--- config.mk ---
export PLATFORM = sky130hd
export DESIGN_NAME = ddfs_note_seq
export DESIGN_NICKNAME = d
export VERILOG_FILES = /design/src/rtl/ddfs_note_seq.sv
export SDC_FILE = /design/constraint.sdc
export NUM_CORES = 1
export LEC_CHECK = 0
export CAP_MARGIN = 15
export CORE_ASPECT_RATIO = 0.6
export CORE_MARGIN = 5
export CORE_UTILIZATION = 45
export CTS_CLUSTER_DIAMETER = 30
export DETAILED_ROUTE_END_ITERATION = 12
export GPL_ROUTABILITY_DRIVEN = 0
export PLACE_DENSITY = 0.69
export SLEW_MARGIN = 10
export SYNTH_ARGS = -nofsm -noshare
export SYNTH_HDL_FRONTEND = slang
export SYNTH_SLANG_ARGS = --single-unit
export TNS_END_PERCENT = 5
--- constraint.sdc ---
create_clock -name clk -period 10.7 [get_ports clk]
set_input_delay 2.14 -clock clk [delete_from_list [all_inputs] [get_ports clk]]
set_output_delay 2.14 -clock clk [all_outputs]
set_load 0.1 [all_outputs]
--- src/rtl/ddfs_note_seq.sv ---
// Note sequencer feeding a DDFS core: queues {voice, dur, fccw}
// entries and replays them as timed track/fccw register writes.
module ddfs_note_seq #(
  parameter int PW       = 30,
  parameter int DEPTH    = 8,
  parameter int TICK_DIV = 100000
) (
  input  logic        clk,
  input  logic        reset_n,
  input  logic        cs,
  input  logic        read,
  input  logic        write,
  input  logic [4:0]  addr,
  input  logic [31:0] wr_data,
  output logic [31:0] rd_data,
  output logic        ddfs_cs,
  output logic        ddfs_write,
  output logic [4:0]  ddfs_addr,
  output logic [31:0] ddfs_wr_data
);

  localparam int AW = $clog2(DEPTH);
  localparam int CW = AW + 1;
  localparam int TW = $clog2(TICK_DIV);

  typedef enum logic [2:0] {
    IDLE,
    WR_TRK,
    WR_FCCW,
    PLAY,
    MUTE_TRK,
    MUTE_FCCW
  } state_t;

  state_t state, next;

  logic [1:0]    voice_mem [DEPTH];
  logic [15:0]   dur_mem   [DEPTH];
  logic [PW-1:0] fccw_mem  [DEPTH];

  logic [AW-1:0] wr_ptr, rd_ptr;
  logic [CW-1:0] count;
  logic [PW-1:0] stage_fccw;
  logic          enable, overflow, flush_pend;
  logic [1:0]    cur_voice;
  logic [PW-1:0] cur_fccw;
  logic [15:0]   cur_dur, remaining;
  logic [TW-1:0] pre;

  logic sel, wr_stage, push_req, ctrl_wr;
  logic flush, clr_ovf, full, empty;
  logic wrap, play_done, can_pop, pop;
  logic do_push, ovf_set;
  logic unused;

  assign unused = ^{read, addr[4:2], wr_data};

  assign sel      = cs & write;
  assign wr_stage = sel & (addr[1:0] == 2'd0);
  assign push_req = sel & (addr[1:0] == 2'd1);
  assign ctrl_wr  = sel & (addr[1:0] == 2'd2);
  assign flush    = ctrl_wr & wr_data[1];
  assign clr_ovf  = ctrl_wr & wr_data[2];

  assign full  = (count == CW'(DEPTH));
  assign empty = (count == '0);

  // a full FIFO rejects pushes even when a pop frees a slot
  assign do_push = push_req & ~flush & ~full;
  assign ovf_set = push_req & ~flush & full;

  assign wrap      = (pre == TW'(TICK_DIV - 1));
  assign play_done = (remaining == 16'd0) ||
                     (remaining == 16'd1 && wrap);
  assign can_pop   = enable & ~empty & ~flush;

  always_comb begin
    next         = state;
    pop          = 1'b0;
    ddfs_cs      = 1'b0;
    ddfs_write   = 1'b0;
    ddfs_addr    = 5'd0;
    ddfs_wr_data = 32'd0;
    unique case (state)
      IDLE: begin
        if (can_pop) begin
          pop  = 1'b1;
          next = WR_TRK;
        end
      end
      WR_TRK: begin
        ddfs_cs      = 1'b1;
        ddfs_write   = 1'b1;
        ddfs_addr    = 5'd5;
        ddfs_wr_data = 32'(cur_voice);
        next         = WR_FCCW;
      end
      WR_FCCW: begin
        ddfs_cs      = 1'b1;
        ddfs_write   = 1'b1;
        ddfs_addr    = 5'd0;
        ddfs_wr_data = 32'(cur_fccw);
        next = (flush | flush_pend) ? MUTE_TRK : PLAY;
      end
      PLAY: begin
        if (flush) begin
          next = MUTE_TRK;
        end else if (play_done) begin
          if (can_pop) begin
            pop  = 1'b1;
            next = WR_TRK;
          end else begin
            next = MUTE_TRK;
          end
        end
      end
      MUTE_TRK: begin
        ddfs_cs      = 1'b1;
        ddfs_write   = 1'b1;
        ddfs_addr    = 5'd5;
        ddfs_wr_data = 32'(cur_voice);
        next         = MUTE_FCCW;
      end
      MUTE_FCCW: begin
        ddfs_cs    = 1'b1;
        ddfs_write = 1'b1;
        next       = IDLE;
      end
      default: next = IDLE;
    endcase
  end

  always_ff @(posedge clk or negedge reset_n) begin
    if (!reset_n) begin
      state      <= IDLE;
      flush_pend <= 1'b0;
    end else begin
      state      <= next;
      flush_pend <= flush & (state == WR_TRK);
    end
  end

  always_ff @(posedge clk or negedge reset_n) begin
    if (!reset_n) begin
      stage_fccw <= '0;
      enable     <= 1'b0;
      overflow   <= 1'b0;
    end else begin
      unique case (1'b1)
        wr_stage: stage_fccw <= wr_data[PW-1:0];
        ctrl_wr:  enable     <= wr_data[0];
        default:  ;
      endcase
      if (clr_ovf)
        overflow <= 1'b0;
      else if (ovf_set)
        overflow <= 1'b1;
    end
  end

  always_ff @(posedge clk or negedge reset_n) begin
    if (!reset_n) begin
      wr_ptr <= '0;
      rd_ptr <= '0;
      count  <= '0;
    end else if (flush) begin
      wr_ptr <= '0;
      rd_ptr <= '0;
      count  <= '0;
    end else begin
      if (do_push)
        wr_ptr <= wr_ptr + AW'(1);
      if (pop)
        rd_ptr <= rd_ptr + AW'(1);
      count <= count + CW'(do_push) - CW'(pop);
    end
  end

  always_ff @(posedge clk) begin
    if (do_push) begin
      voice_mem[wr_ptr] <= wr_data[31:30];
      dur_mem[wr_ptr]   <= wr_data[15:0];
      fccw_mem[wr_ptr]  <= stage_fccw;
    end
  end

  always_ff @(posedge clk or negedge reset_n) begin
    if (!reset_n) begin
      cur_voice <= '0;
      cur_fccw  <= '0;
      cur_dur   <= '0;
    end else if (pop) begin
      cur_voice <= voice_mem[rd_ptr];
      cur_fccw  <= fccw_mem[rd_ptr];
      cur_dur   <= dur_mem[rd_ptr];
    end
  end

  always_ff @(posedge clk or negedge reset_n) begin
    if (!reset_n) begin
      remaining <= '0;
      pre       <= '0;
    end else if (state == WR_FCCW) begin
      remaining <= cur_dur;
      pre       <= '0;
    end else if (state == PLAY) begin
      if (wrap) begin
        pre <= '0;
        if (remaining != 16'd0)
          remaining <= remaining - 16'd1;
      end else begin
        pre <= pre + TW'(1);
      end
    end
  end

  assign rd_data = {remaining, 6'b0, overflow,
                    cur_voice, (state != IDLE),
                    empty, full, 4'(count)};

endmodule
==> qor.yml <==
slew_violations: 0
synth-seq-cells: 511
grt_max_degree: 70
dr.pass1.iters: 5
maxSlewHeadroom_pct: 29.7
via_per_inst: 5.54
instances_no_fill: 1959
yosysWarnings: 0
synth_area_sq_um: 20800
numCtsBuffers: 79
cp.buffers_inverters: 1
synth_edf_count: 384
vias: 10855
n_fill_cell: 3461
io_buffers: 97
netlist_instances: 1133
path_max_fanout: 29
nets: 1320
report.final.setup_viol: 0
clock_path_buffers: 3
core_area_sq_um: 46000
grt_usage_pct: 17.8
num_rows: 61
critPathArrivalTime_ps: 3720
cts_sinks: 511
fin_setup_tns_ps: 0
p_int_w: 0.00493
hpwlAfterDp_microns: 23200
die_x_microns: 288
synthXorXnorAreaFrac_pct: 0.548
synth_top_family_by_area: "multiplexers"
clock_skew_ps: 23.0
holdCritPathClass: "flop to flop"
crit_required_ps: 8560
antenna_found_initial: 3
clock_latency_ps: 600
cp_slowest_cell: "clkdlybuf4s50_1"
busiest_layer: "met2"
critPathLaunchType: "flop"
pwr-share-clk_pct: 35.1
vdd_drop_max_mv: 0.196
placed_cell_area_sq_um: 22400
post_drt_wl_per_cell_microns: 22.5
yosys.area_share.simple_pct: 4.81
grt_pass1_wl_microns: 69100
synth-seq-area-share_pct: 70.7
max_freq_mhz: 171
status: "complete, no violations"
htree_levels: 3
synth_adder_area_share_pct: 0.818
preCtsSetupSlack_ps: 5450
initial_utilization_pct: 45.2
synth.distinct_cells: 67
cp_top_family: "buffers and inverters"
hold_viol_final: 0
pwr-share-seq_pct: 35.9
cp-startpoint: "state[0]"
syn2layout_area_growth_pct: 21.2
worstSetupPathType: "flop to output pin"
clk_pin_slew_ps: 50
drc_errors: 0
switching_power_w: 0.00263
rsz0062_at_grt: "no"
cts_tree: "done"
worstPathCellList: "nor2_1, a22o_1, clkdlybuf4s50_1"
grtUsageMet2_pct: 27.9
power_leakage_nw: 8.75
die_area_sq_um: 50800
synth_ff_type: "edfxtp_1"
dp.cells: 1814
overflow: 0
ys_async_sr_fraction_pct: 24.9
globalRouteMet1Util_pct: 25.7
reg2reg_from: "state[0]"
finalInstanceArea_sq_um: 25200
synth_compound_area_share_pct: 3.28
worst_slack_ps: 4840
grt_pass1_vias: 11394
post_cts_buffers: 0
worstHoldStart: "cur_dur[15]"
pwr_density_cell_nw_per_um2: 300
wl_microns: 44200
io_pins: 113
hold_buffers: 0
cp-end-kind: "output pin"
p_sw_share_pct: 34.8
synth.mux.area_fraction_pct: 17.6
gr-usage-met3_pct: 4.28
power_frac_comb_pct: 29.0
drt_iter0_markers: 984
min_period_ps: 5860
timing.max_cap.violations: 0
tightest_slew_ps: 1050
min_period_over_period_pct: 54.8
ant_nets: 0
syn-mean-instance-area_sq_um: 18.4
diodes: 0
drive_gt1_share_pct: 30.5
die_h_microns: 177
post_cts_resized: 0
root_buffer: "clkbuf_16"
cpPeakStageDelay_ps: 1130
[stage by stage]
stage	total power [W]	hold WS, ps	utilization [%]
2_1_floorplan	0.00439	435	-
3_3_place_gp	0.00492	478	48.7
3_5_place_dp	0.00495	488	48.7
4_1_cts	0.00763	502	54.8
5_1_grt	0.00787	514	54.8
6_report	0.00755	495	54.8
[power groups by stage]
stage | Combinational (W) | Sequential (W) | Clock (W)
4_1_cts | 0.00221 | 0.00272 | 0.00270
3_5_place_dp | 0.00220 | 0.00276 | 0
5_1_grt | 0.00232 | 0.00275 | 0.00280
6_report | 0.00219 | 0.00271 | 0.00265
3_3_place_gp | 0.00218 | 0.00274 | 0
2_1_floorplan | 0.00155 | 0.00284 | 0
[sequential cells by signal, indices dropped and copies added (netlist names), 4 cells and up]
signal / count
stage_fccw: 30
pre: 17
fccw_mem: 240
voice_mem: 16
cur_fccw: 30
count: 4
cur_dur: 16
dur_mem: 128
remaining: 16
[worst register-to-register path, delay by kind of cell, from the launching register on]
family | cells | cell delay [ps]
buf+inv | 4 | 1130
mux | 1 | 480
compound gates | 1 | 270
flops | 1 | 1000
simple gates | 2 | 830
[synthesized netlist by cell type, drive strengths merged, types with 3 or more instances]
master     n  area (sq um)
nor3b      5          37.5
ha        12           150
mux2     127          1460
or4        3          22.5
edfxtp   384         11500
mux4      96          2160
o22a       7          61.3
nor3      18          90.1
a2111oi    4          97.6
nand3     14          70.1
mux2i      4          40.0
and3      33           208
nand2b     4          25.0
o211ai     7          52.6
nand4      9          56.3
nor4       7          58.8
nand3b     3          22.5
a21oi     17           100
inv       17          63.8
and2       6          37.5
a22o       5          43.8
clkbuf    36           135
a31oi      4          25.0
xor2       5          43.8
o21ai     23           115
o31ai      3          22.5
dfrtp    127          3180
buf       38           255
nand2     41           154
nor2      33           124
o22ai      3          18.8
a41oi      5          43.8
xnor2      8          70.1
nor2b      3          18.8
[final cells by class]
class,instances,area [sq um],area share (%)
Inverter,17,63.8,0.253
Clock inverter,58,722,2.87
Timing Repair Buffer,115,1110,4.39
Tap cell,630,788,3.13
Sequential cell,511,14700,58.4
Multi-Input combinational cell,541,5730,22.7
Clock buffer,87,2070,8.21
[logic make-up after synthesis]
kind of cell | Yosys count
buf+inv | 91
simple gates | 187
flops | 511
fa+ha+maj | 13
mux | 227
other cells | 1
xor+xnor | 13
compound gates | 90
[per-layer routing]
metal | wire length, microns | part of all wire [%]
met1 | 19700 | 45
met2 | 21400 | 48
met3 | 2600 | 5.9
met4 | 466 | 1.1
met5 | 34 | 0.077
[path summary, 6_finish.rpt]
check / to / slack, ps / cells past startpoint
max: ddfs_wr_data[0] / 4840 / 3
min reg2reg: remaining[15] / 490 / 2
min: remaining[15] / 490 / 2
max in group asynchronous: rd_ptr[1] / 7580 / 2
min in group asynchronous: cur_fccw[4] / 1580 / 1
max reg2reg: cur_fccw[19] / 6880 / 8
[placed cells by master, fill, tap and decap left out, drive strengths merged, types with 4 or more instances in the layout]
cell type,instances
nand2b,4
a31oi,4
o22a,7
clkdlybuf4s50,96
mux2,127
mux2i,4
xnor2,8
clkbuf,87
inv,40
conb,11
nand2,41
and2,6
buf,19
clkinv,19
edfxtp,384
nor3,18
and3,33
nor2,33
o211ai,7
dfrtp,127
ha,12
a21oi,17
a41oi,5
o21ai,23
nand4,9
nand3,14
nor3b,5
a22o,5
xor2,5
mux4,96
clkinvlp,5
bufinv,11
nor4,7
a2111oi,4
No activity file was read; power rests on OpenSTA's default activity.
